[config.mk]
export PLATFORM = sky130hd
export DESIGN_NAME = keypad_decoder
export DESIGN_NICKNAME = d
export VERILOG_FILES = /design/src/rtl/keypad_pkg.sv /design/src/rtl/keypad_decoder_sync2.sv /design/src/rtl/keypad_decoder.sv
export SDC_FILE = /design/constraint.sdc
export NUM_CORES = 1
export LEC_CHECK = 0
export BUFFER_PORTS_ARGS = -buffer_cell sky130_fd_sc_hd__buf_2
export CORE_MARGIN = 5
export CORE_UTILIZATION = 57
export CTS_CLUSTER_SIZE = 12
export DETAILED_ROUTE_END_ITERATION = 8
export PLACE_DENSITY = 0.78
export SETUP_SLACK_MARGIN = 0.15
export SYNTH_ARGS = -nofsm -noshare
export SYNTH_HDL_FRONTEND = slang
export SYNTH_HIERARCHICAL = 1
export SYNTH_SLANG_ARGS = --single-unit
[constraint.sdc]
create_clock -name clk -period 2.3 [get_ports clk]
set_clock_uncertainty 0.15 [all_clocks]
set_input_delay 0.46 -clock clk [delete_from_list [all_inputs] [get_ports clk]]
set_output_delay 0.46 -clock clk [all_outputs]
set_load 0.01 [all_outputs]
[src/rtl/keypad_pkg.sv]
// Shared types, opcode constants and the key-map decode for the 4x4 keypad scanner.
package keypad_pkg;

    typedef enum logic [1:0] {
        ST_SCAN,
        ST_DEBOUNCE,
        ST_PRESS,
        ST_HELD
    } state_t;

    typedef enum logic [1:0] {
        KC_DIGIT,
        KC_OP,
        KC_ENTER,
        KC_RESULT
    } key_class_t;

    typedef struct packed {
        logic [1:0] row;
        logic [1:0] col;
    } key_code_t;

    typedef struct packed {
        key_class_t cls;
        logic [3:0] value;
    } key_info_t;

    localparam logic [2:0] OP_ADD = 3'b000;
    localparam logic [2:0] OP_SUB = 3'b001;
    localparam logic [2:0] OP_MUL = 3'b010;
    localparam logic [2:0] OP_DET = 3'b011;

    // Layout: r0 "1 2 3 A", r1 "4 5 6 B", r2 "7 8 9 C", r3 "* 0 # D".
    function automatic key_info_t key_decode(input key_code_t code);
        key_info_t info;
        info.cls   = KC_DIGIT;
        info.value = 4'd0;
        if (code.col == 2'd3) begin
            info.cls = KC_OP;
            unique case (code.row)
                2'd0:    info.value = {1'b0, OP_ADD};
                2'd1:    info.value = {1'b0, OP_SUB};
                2'd2:    info.value = {1'b0, OP_MUL};
                default: info.value = {1'b0, OP_DET};
            endcase
        end else if (code.row == 2'd3) begin
            unique case (code.col)
                2'd0:    info.cls = KC_ENTER;
                2'd1:    info.cls = KC_DIGIT;
                default: info.cls = KC_RESULT;
            endcase
        end else begin
            info.value = 4'(code.row) * 4'd3 + 4'(code.col) + 4'd1;
        end
        return info;
    endfunction

endpackage

[src/rtl/keypad_decoder_sync2.sv]
// Parameterised two-flop synchroniser; resets to all-ones (idle level of active-low inputs).
module sync2 #(
    parameter int unsigned WIDTH = 4
) (
    input  logic             clk,
    input  logic             nrst,
    input  logic [WIDTH-1:0] d,
    output logic [WIDTH-1:0] q
);

    logic [WIDTH-1:0] meta;

    always_ff @(posedge clk or negedge nrst) begin
        if (!nrst) begin
            meta <= '1;
            q    <= '1;
        end else begin
            meta <= d;
            q    <= meta;
        end
    end

endmodule

[src/rtl/keypad_decoder.sv]
// 4x4 keypad scanner: row ring, column debounce and decode into one-cycle key event flags.
module keypad_decoder
    import keypad_pkg::*;
#(
    parameter int unsigned SCAN_DIV = 16,
    parameter int unsigned DEBOUNCE = 4
) (
    input  logic       clk,
    input  logic       nrst,
    output logic [3:0] row_drive,
    input  logic [3:0] col_sense,
    output logic [3:0] digit,
    output logic [2:0] opcode,
    output logic       key_strobe,
    output logic       is_dig,
    output logic       is_op,
    output logic       is_enter,
    output logic       is_result
);

    localparam int unsigned DIV_W = (SCAN_DIV > 1) ? $clog2(SCAN_DIV) : 1;
    localparam int unsigned CNT_W = $clog2(DEBOUNCE + 1);
    localparam logic [DIV_W-1:0] DIV_LAST = DIV_W'(SCAN_DIV - 1);
    localparam logic [CNT_W-1:0] CNT_DONE = CNT_W'(DEBOUNCE);

    logic [3:0]       col_sync;
    state_t           state_q, state_d;
    logic [DIV_W-1:0] dwell_q, dwell_d;
    logic [1:0]       row_q, row_d;
    logic [CNT_W-1:0] cnt_q, cnt_d;
    key_code_t        cand_q, cand_d;
    logic [3:0]       row_drive_d, digit_d;
    logic [2:0]       opcode_d;
    logic             strobe_d, dig_d, op_d, enter_d, result_d;
    logic             sample_c, any_low_c;
    logic [1:0]       col_idx_c;
    key_code_t        sample_code_c;
    key_info_t        info_c;

    sync2 #(.WIDTH(4)) u_col_sync (
        .clk  (clk),
        .nrst (nrst),
        .d    (col_sense),
        .q    (col_sync)
    );

    // Lowest-index low column wins when several are pressed together.
    always_comb begin
        sample_c  = (dwell_q == DIV_LAST);
        any_low_c = ~&col_sync;
        if (!col_sync[0])      col_idx_c = 2'd0;
        else if (!col_sync[1]) col_idx_c = 2'd1;
        else if (!col_sync[2]) col_idx_c = 2'd2;
        else                   col_idx_c = 2'd3;
        sample_code_c.row = row_q;
        sample_code_c.col = col_idx_c;
        info_c            = key_decode(cand_q);
        dwell_d           = sample_c ? '0 : dwell_q + DIV_W'(1);
    end

    always_comb begin
        state_d  = state_q;
        row_d    = row_q;
        cnt_d    = cnt_q;
        cand_d   = cand_q;
        digit_d  = digit;
        opcode_d = opcode;
        strobe_d = 1'b0;
        dig_d    = 1'b0;
        enter_d  = 1'b0;
        result_d = 1'b0;
        op_d     = is_op & ~(is_enter | is_result);

        unique case (state_q)
            ST_SCAN: begin
                if (sample_c) begin
                    if (any_low_c) begin
                        state_d = ST_DEBOUNCE;
                        cand_d  = sample_code_c;
                        cnt_d   = CNT_W'(1);
                    end else begin
                        row_d = row_q + 2'd1;
                    end
                end
            end
            ST_DEBOUNCE: begin
                if (sample_c) begin
                    if (!any_low_c) begin
                        state_d = ST_SCAN;
                        row_d   = row_q + 2'd1;
                        cnt_d   = '0;
                    end else if (sample_code_c == cand_q) begin
                        cnt_d = cnt_q + CNT_W'(1);
                        if (cnt_q + CNT_W'(1) == CNT_DONE) begin
                            state_d = ST_PRESS;
                        end
                    end else begin
                        cand_d = sample_code_c;
                        cnt_d  = CNT_W'(1);
                    end
                end
            end
            ST_PRESS: begin
                state_d  = ST_HELD;
                cnt_d    = '0;
                strobe_d = 1'b1;
                unique case (info_c.cls)
                    KC_DIGIT: begin
                        dig_d   = 1'b1;
                        digit_d = info_c.value;
                    end
                    KC_OP: begin
                        opcode_d = info_c.value[2:0];
                        op_d     = 1'b1;
                    end
                    KC_ENTER:  enter_d  = 1'b1;
                    default:   result_d = 1'b1;
                endcase
            end
            default: begin
                // Wait for DEBOUNCE consecutive all-high samples before re-arming.
                if (sample_c) begin
                    if (any_low_c) begin
                        cnt_d = '0;
                    end else if (cnt_q + CNT_W'(1) == CNT_DONE) begin
                        state_d = ST_SCAN;
                        row_d   = row_q + 2'd1;
                        cnt_d   = '0;
                    end else begin
                        cnt_d = cnt_q + CNT_W'(1);
                    end
                end
            end
        endcase

        row_drive_d = ~(4'b0001 << row_d);
    end

    always_ff @(posedge clk or negedge nrst) begin
        if (!nrst) begin
            state_q <= ST_SCAN;
        end else begin
            state_q <= state_d;
        end
    end

    always_ff @(posedge clk or negedge nrst) begin
        if (!nrst) begin
            dwell_q    <= '0;
            row_q      <= '0;
            cnt_q      <= '0;
            cand_q     <= '0;
            row_drive  <= 4'b1110;
            digit      <= '0;
            opcode     <= OP_ADD;
            key_strobe <= 1'b0;
            is_dig     <= 1'b0;
            is_op      <= 1'b0;
            is_enter   <= 1'b0;
            is_result  <= 1'b0;
        end else begin
            dwell_q    <= dwell_d;
            row_q      <= row_d;
            cnt_q      <= cnt_d;
            cand_q     <= cand_d;
            row_drive  <= row_drive_d;
            digit      <= digit_d;
            opcode     <= opcode_d;
            key_strobe <= strobe_d;
            is_dig     <= dig_d;
            is_op      <= op_d;
            is_enter   <= enter_d;
            is_result  <= result_d;
        end
    end

endmodule

==> Word-level counts from Yosys, hierarchy flattened <==
Index checks and enable logic that the tools add are counted.
{ "op_classes": {"addsub": 5, "shifts": 1, "multipliers": 1, "muxes": 49, "bitwise": 4, "eq_ne": 19, "reduce_logical": 16} }
{ "op_table": {"columns": ["operator", "n"], "rows": [
  ["$mux W2", 17],
  ["$mux W4", 7],
  ["$mux W3", 8],
  ["$pmux W2 S3", 2],
  ["$eq A2 B2 Y1 const B", 5],
  ["$mux W1", 10],
  ["$ne A2 B2 Y1 const B", 5],
  ["$pmux W3 S3", 1],
  ["$add A4 B1 Y4 const B", 2],
  ["$eq A2 B1 Y1 const B", 4],
  ["$logic_not A2 Y1", 4],
  ["$pmux W2 S2", 2],
  ["$pmux W4 S2", 1],
  ["$reduce_and A4 Y1", 2],
  ["$reduce_and A8 Y1", 1],
  ["$reduce_bool A4 Y1", 2],
  ["$mux W6", 1],
  ["$ne A3 B3 Y1 const B", 2],
  ["$reduce_and A6 Y1", 1],
  ["$add A4 B2 Y4", 1],
  ["$eq A4 B4 Y1", 1],
  ["$eq A4 B4 Y1 const B", 1],
  ["$mul A2 B2 Y4 const B", 1],
  ["$not A4 Y4", 1],
  ["other kinds (11)", 13]
]} }
{ "totals": {"in_bits": 6, "out_inout_bits": 16, "register_bits": 39} }

==> Logic depth before layout (Yosys ltp) <==
Gate-level depths: netlist of the first run.
{ "logic_depth": {"word_depth": 9, "depth_mapped": 6} }

==> By module <==
The synthesis of the first run kept the hierarchy.
{ "modules_own_cells": {"columns": ["module", "seq_area_each_um2", "instances", "cells_per_inst", "area_per_inst_um2"], "rows": [
  ["keypad_decoder", 779.5, 1, 154, 1670.4],
  ["sync2", 210.2, 1, 8, 210.2]
]} }

==> Worst setup path after synthesis of the first run <==
Ideal clock, no wire load.
{ "synth_timing": {"path_type": "register to register", "from": "register cand_q[2] (netlist name)", "to": "register digit[2]", "required_time_ns": 2.084, "path_slack_ns": 0.224, "path_stages_with_launch": 6, "setup_time_ns": 0.066, "period_less_slack_ns": 2.076, "arrival_ns": 1.860, "cell_sequence": "dfrtp_1 -> fa_1 -> fa_1 -> xnor2_1 -> o32ai_1 -> a22o_1"} }
{ "synth_via": {"elab_chain_len": 5} }
{ "synth_lines": {"columns": ["item", "line", "rtl"], "rows": [
  ["from (decl)", "keypad_decoder.sv:31", "key_code_t cand_q, cand_d;"],
  ["from (signal assigned)", "keypad_decoder.sv:165", "cand_q <= cand_d;"],
  ["$mul A2 B2 Y4 or $eq A2 B2 Y1 (tied branches)", "keypad_pkg.sv:53, keypad_pkg.sv:46", null],
  ["$add A4 B2 Y4 or $mux W2 (tied branches)", "keypad_pkg.sv:53, keypad_pkg.sv:46", null],
  ["$add A4 B1 Y4 or $mux W6 (tied branches)", "keypad_pkg.sv:53, keypad_pkg.sv:38", null],
  ["$mux W4 or $logic_not A2 Y1 (tied branches)", "keypad_pkg.sv:46, keypad_decoder.sv:107", null],
  ["$mux W6 (*)", "keypad_pkg.sv:38", "if (code.col == 2'd3) begin"],
  ["to (signal assigned)", "keypad_decoder.sv:167", "digit <= digit_d;"],
  ["to (decl)", "keypad_decoder.sv:12", "output logic [3:0] digit,"]
]} }
Every way passes the cells marked *; elsewhere a longest branch is shown, timed or not.
A chain may end at the register's enable or synchronous reset.

==> Worst setup path after layout of the first run <==
{ "layout_timing": {"from": "register cand_q[3] (netlist name)", "to": "register digit[3]"} }
The elaborated chain is that of the path after synthesis.

==> results.cfg, run 1 <==
[global_route]
grt_pass1_vias = 1294
track_usage_pct = 16.8
grt_start_max_net_pins = 40
overflow = 0
grt_antenna_before_repair = 0
grt_pass1_wl_mm = 5.62

[sta]
setup_viol = 0
finalSetupTns_ns = 0
slew_headroom_pct = 45.3
period_share_pct = 91.8
final_hold_viol_count = 0
layout_setup_ws_ns = 0.189
drv_slew = 0
period_minus_slack_ns = 2.11
fmax_mhz = 474
tightest_slew_ns = 0.821
rsz0062_at_grt = yes

[cells_and_area]
nFillCells = 265
syn2layout_area_growth_pct = 12.4
antennaDiodeCount = 0
layout.nets = 209
drive_gt1_share_pct = 28.3

[run]
cap_violations = 0

[detailed_routing]
wire_per_inst_microns = 13.6
drc = 0
num_vias = 1297
ant_nets = 0
drt-pass1-iter-count = 4
wl_mm = 3.20
drtIter0Drc = 48
via_per_inst = 5.52

[floorplan]
die_area_sq_um = 4550
initial_core_util_pct = 60.6
coreArea_sq_um = 3100
die_x_microns = 67.4
rows = 20
die_h_microns = 67.4
ios = 22

[clock_network]
clockBufferDepth = 2
cts.htree.levels = 2
clock_latency_ns = 0.36
clock-sinks = 39
root_buffer = clkbuf_4
cts_made_buffers = 5
path_clk_slew_ns = 0.12
cts_tree = done

[synth]
synth-edff-count = 0
synthArstFlopShare_pct = 100
synth_fp_nets = 181
ys_top_cells_by_count = dfrtp_1, nand2_1, dfstp_2, ha_1
synth_most_common_cell = dfrtp_1
yosysSeqAreaShare_pct = 52.6
yosysUniqueCellTypes = 46
ys_seq_elements = 39
synth_top_area_share_pct = 37.3
yosys-top-cells-area = dfrtp_1, dfstp_2, ha_1
synth_top_area_cell = dfrtp_1
synth_cells = 162
synth-main-ff-cell = dfrtp_1
netlist_area_sq_um = 1880
synth.avg_cell_area_sq_um = 11.6
yosys_warnings = 6

[power_and_ir_drop]
clockPowerShare_pct = 29.6
peakVddDrop_mv = 0.420
power_frac_comb_pct = 12.0
swShare_pct = 27.2
seq_power_share_pct = 58.3
intPower_mw = 0.941
powerDensity_nw_per_um2 = 612
power.leakage_nw = 1.02
p_sw_mw = 0.352

[worst_hold_path]
hold_path.class = input port to asynchronous set/reset pin

[worst_setup_path]
worstPathArrival_ns = 2.27
critical_path.max_fanout = 2
critPathCapture = digit[3]$_DFFE_PN0P_
r2r-start = cand_q[3]$_DFFE_PN0P_
critPathKind = flip-flop to flip-flop
crit_start = cand_q[3]$_DFFE_PN0P_
start_kind = flip-flop
worstPathRequired_ns = 2.46
end_kind = flip-flop
rrSetupSlack_ns = 0.19
rr_endpoint = digit[3]$_DFFE_PN0P_
r2r_cells = 7

[run_status]
status = finished clean

[placement]
place_ws_ns = 0.214
dpl.hpwl_mm = 2.36
finalWeightedCongestion = 0.845
numPortBuffers = 21
cell usage in the layout (no fill, tap or decap), drive strengths merged, types with 2 or more instances in the layout:
cell type,Yosys,final
dfrtp,28,28
buf,4,25
nand2,14,14
ha,11,11
dfstp,11,11
inv,10,11
o21ai,11,11
nor2,7,7
nor3,7,7
clkbuf,0,6
and3,6,6
nand2b,5,5
nand3,5,5
xnor2,4,4
a21oi,4,4
o31ai,3,3
nor2b,2,2
a22o,2,2
a2111oi,2,2
a21o,2,2
nor4,2,2
mux2,2,2
xor2,2,2
fa,2,2
final cells by class:
class                           count  area, sq um  share of cell area [%]
Sequential cell                    39          990                    46.8
Multi-Input combinational cell    109          830                    39.3
Timing Repair Buffer               25          135                    6.39
Tap cell                           44         55.1                    2.61
Clock buffer                        6         51.3                    2.43
Inverter                           10         37.5                    1.78
Clock inverter                      2         15.0                   0.710
stage by stage:
step / total power, mW / hold slack (ns) / instances / util (%) / area [sq um]
finish: 1.29 / 0.0319 / 235 / 68.1 / 2110
detailed placement: 0.919 / 0.197 / 226 / 65.6 / 2040
global placement: 0.906 / 0.196 / 226 / 65.6 / 2040
CTS: 1.30 / 0.0197 / 234 / 67.8 / 2100
global route: 1.37 / 0.00667 / 235 / 68.1 / 2110
floorplan: 0.863 / 0.0144 / 162 / - / 1880
logic make-up (layout without fill, tap and decap cells):
kind of cell	count (synthesis)	count (layout)	synth area share (%)
AND/OR/NAND/NOR	54	54	16.0
multiplexers	3	3	1.73
flip-flops	39	39	52.6
AO/OA/AOI/OAI	33	33	13.6
buffers and inverters	14	43	3.39
XOR/XNOR	6	6	3.19
adder cells (fa/ha/maj)	13	13	9.45
sequential cells by signal, summed over array words and instances (netlist names):
name             count
cand_q               4
digit                4
dwell_q              4
row_drive            4
u_col_sync/meta      4
u_col_sync/q         4
cnt_q                3
opcode               3
row_q                2
state_q              2
is_dig               1
is_enter             1
is_op                1
is_result            1
key_strobe           1
power groups by stage:
stage                     logic [mW]  clock network, mW  registers, mW
after detailed placement       0.152                  0          0.767
after CTS                      0.152              0.396          0.755
after global routing           0.180              0.426          0.760
after global placement         0.142                  0          0.764
final                          0.156              0.383          0.754
after floorplan                0.105                  0          0.759
worst min path at each step:
stage	startpoint	to	slack, ns	cells after the start
3_3_place_gp	u_col_sync/meta[0]$_DFF_PN1_	u_col_sync/q[0]$_DFF_PN1_	0.20	0
5_1_grt	col_sense[2]	u_col_sync/meta[2]$_DFF_PN1_	0.007	1
6_report	nrst	opcode[2]$_DFFE_PN0P_	0.03	1
4_1_cts	col_sense[2]	u_col_sync/meta[2]$_DFF_PN1_	0.02	1
2_1_floorplan	nrst	cand_q[0]$_DFFE_PN0P_	0.01	0
3_5_place_dp	u_col_sync/meta[0]$_DFF_PN1_	u_col_sync/q[0]$_DFF_PN1_	0.20	0
critical path, stage by stage (launching register included):
cell     delay (ns)
dfrtp_1        0.42
fa_1           0.54
buf_4          0.16
ha_1           0.27
a21o_1         0.11
nand3_1        0.07
a221o_1        0.29
nand2_1        0.05
metal layers:
metal,track usage [%],vias to the layer above,wire length (microns)
met3,4.16,9,183
met4,9.11,0,78
li1,-,627,-
met2,29.3,29,1640
met5,0,-,0
met1,18.6,632,1300
what timing repair did:
action                                  4_1_cts  5_1_grt
endpoints found under the setup margin        0        2
setup buffers                                 0        1
endpoints found under the hold margin         0        0
resized for setup                             0        1
hold buffers                                  0        0
(Power assumes the default switching activity.)
==> inputs of run 2 (changes only) <==
Settings changed: CORE_UTILIZATION 57 to 61, PLACE_DENSITY 0.78 to 0.83.
Clock period 2.3 ns to 2.5 ns, I/O delays scaled along.
==> run 2 against run 1 <==
Sequential power decreased by 7.2%. Global-route usage increased by 1.8 points. Design area decreased by 1.2%. Critical path type unchanged. Flip-flop and latch count unchanged. Largest power group unchanged.
==> results.cfg, run 2 (synthesis gave the netlist of run 1 again) <==
[run_status]
status = finished clean

[worst_setup_path]
start_kind = flip-flop
worstPathRequired_ns = 2.66
worstPathArrival_ns = 2.36
critPathKind = flip-flop to flip-flop
rrSetupSlack_ns = 0.30
critical_path.max_fanout = 8
end_kind = flip-flop

[global_route]
grt_start_max_net_pins = 40
grt_pass1_wl_mm = 5.93
overflow = 0
track_usage_pct = 18.6
grt_pass1_vias = 1346
grt_antenna_before_repair = 0

[detailed_routing]
drc = 0
wire_per_inst_microns = 15.1
drtIter0Drc = 87
top_layer = met4
wl_mm = 3.32
num_vias = 1280
route.met2.wl_mm = 1.72
via_per_inst = 5.82
drt-pass1-iter-count = 4
wl_met1_mm = 1.33
route.met3.wl_microns = 164
ant_nets = 0

[placement]
place_ws_ns = 0.335
place_area_sq_um = 2000
dpl.hpwl_mm = 2.43
finalWeightedCongestion = 0.827
dp.cells = 212
numPortBuffers = 21

[floorplan]
coreArea_sq_um = 3000
initial_core_util_pct = 62.6
die_h_microns = 65.5
die_x_microns = 65.5
ios = 22
die_area_sq_um = 4290
rows = 20

[cells_and_area]
syn2layout_area_growth_pct = 11.0
multi_input_area_sq_um = 827
final_common_cell = dfrtp_1
utilization_pct = 69.5
nFillCells = 231
design_area_sq_um = 2090
antennaDiodeCount = 0
layout.nets = 205
drive_gt1_share_pct = 27.3
most-common-layout-cells = dfrtp_1, buf_2, nand2_1, ha_1, dfstp_2
seqCellArea_sq_um = 992
instances_no_fill = 220

[clock_network]
clockBufferDepth = 2
clock_latency_ns = 0.36
post_cts_buffers = 0
path_clk_slew_ns = 0.13
cts_hold_buf = 0
clock-sinks = 39
cts_made_buffers = 5
cts.htree.levels = 2
root_buffer = clkbuf_4
cts_tree = done

[sta]
period_minus_slack_ns = 2.20
drv_slew = 0
slew_headroom_pct = 45.6
period_share_pct = 88.2
layout_setup_ws_ns = 0.296
final_hold_viol_count = 0
finalSetupTns_ns = 0
fin_hold_ws_ns = 0.0586
tightest_slew_ns = 0.815
fmax_mhz = 454
rsz0062_at_grt = no
setup_viol = 0

[power_and_ir_drop]
power.leakage_nw = 1.01
peakVddDrop_mv = 0.470
finalPower_mw = 1.27
powerDensity_nw_per_um2 = 609

[worst_hold_path]
hold_path.class = input port to asynchronous set/reset pin

[run]
cap_violations = 0
[run 2: cell types whose count changed in the layout (fill, tap and decap cells not counted)]
cell / delta
fa_2: -1
bufinv_16: +1
inv_6: +1
dfrtp_2: +2
buf_4: -4
fa_1: +1
inv_4: -1
clkbuf_8: -1
dfrtp_1: -2
[run 2: per-layer routing]
layer	vias up	GRT usage, %
met5	-	0
met4	0	10.6
met3	11	5.47
met2	36	32.6
met1	614	19.8
li1	619	-
[run 2: worst paths after layout]
check / start / endpoint / depth (start not counted)
setup / recovery: cand_q[2]$_DFFE_PN0P_ / digit[2]$_DFFE_PN0P_ / 5
hold / removal: nrst / digit[1]$_DFFE_PN0P_ / 1
setup reg to reg: cand_q[2]$_DFFE_PN0P_ / digit[2]$_DFFE_PN0P_ / 5
hold reg to reg: u_col_sync/meta[3]$_DFF_PN1_ / u_col_sync/q[3]$_DFF_PN1_ / 0
max in group asynchronous: nrst / cand_q[3]$_DFFE_PN0P_ / 1
min in group clk: col_sense[1] / u_col_sync/meta[1]$_DFF_PN1_ / 1
[run 2: area by class of cell]
cell class | count | share of cell area (%)
timing repair buffer | 21 | 5.03
inverter | 10 | 1.80
sequential | 39 | 47.5
multi-input combinational | 109 | 39.6
tap | 33 | 1.98
clock buffer | 5 | 1.80
clock inverter | 3 | 2.28
[run 2: timing repair]
action / in CTS / in global routing
resized for setup: 0 / 2
hold endpoints to repair: 0 / 0
setup endpoints to repair: 0 / 1
[run 2: power by group]
part | switching (mW) | leakage, nW | total, mW | internal [mW]
Sequential | 0.0366 | 0.486 | 0.700 | 0.664
Combinational | 0.0736 | 0.476 | 0.128 | 0.0548
Clock | 0.228 | 0.0458 | 0.443 | 0.215
[run 2: critical path, cell delays in order, from the launching register on]
cell and delay [ns]:
dfrtp_1 0.51, fa_1 0.55, fa_1 0.42, xnor2_1 0.13, o32ai_1 0.22, a22o_1 0.16
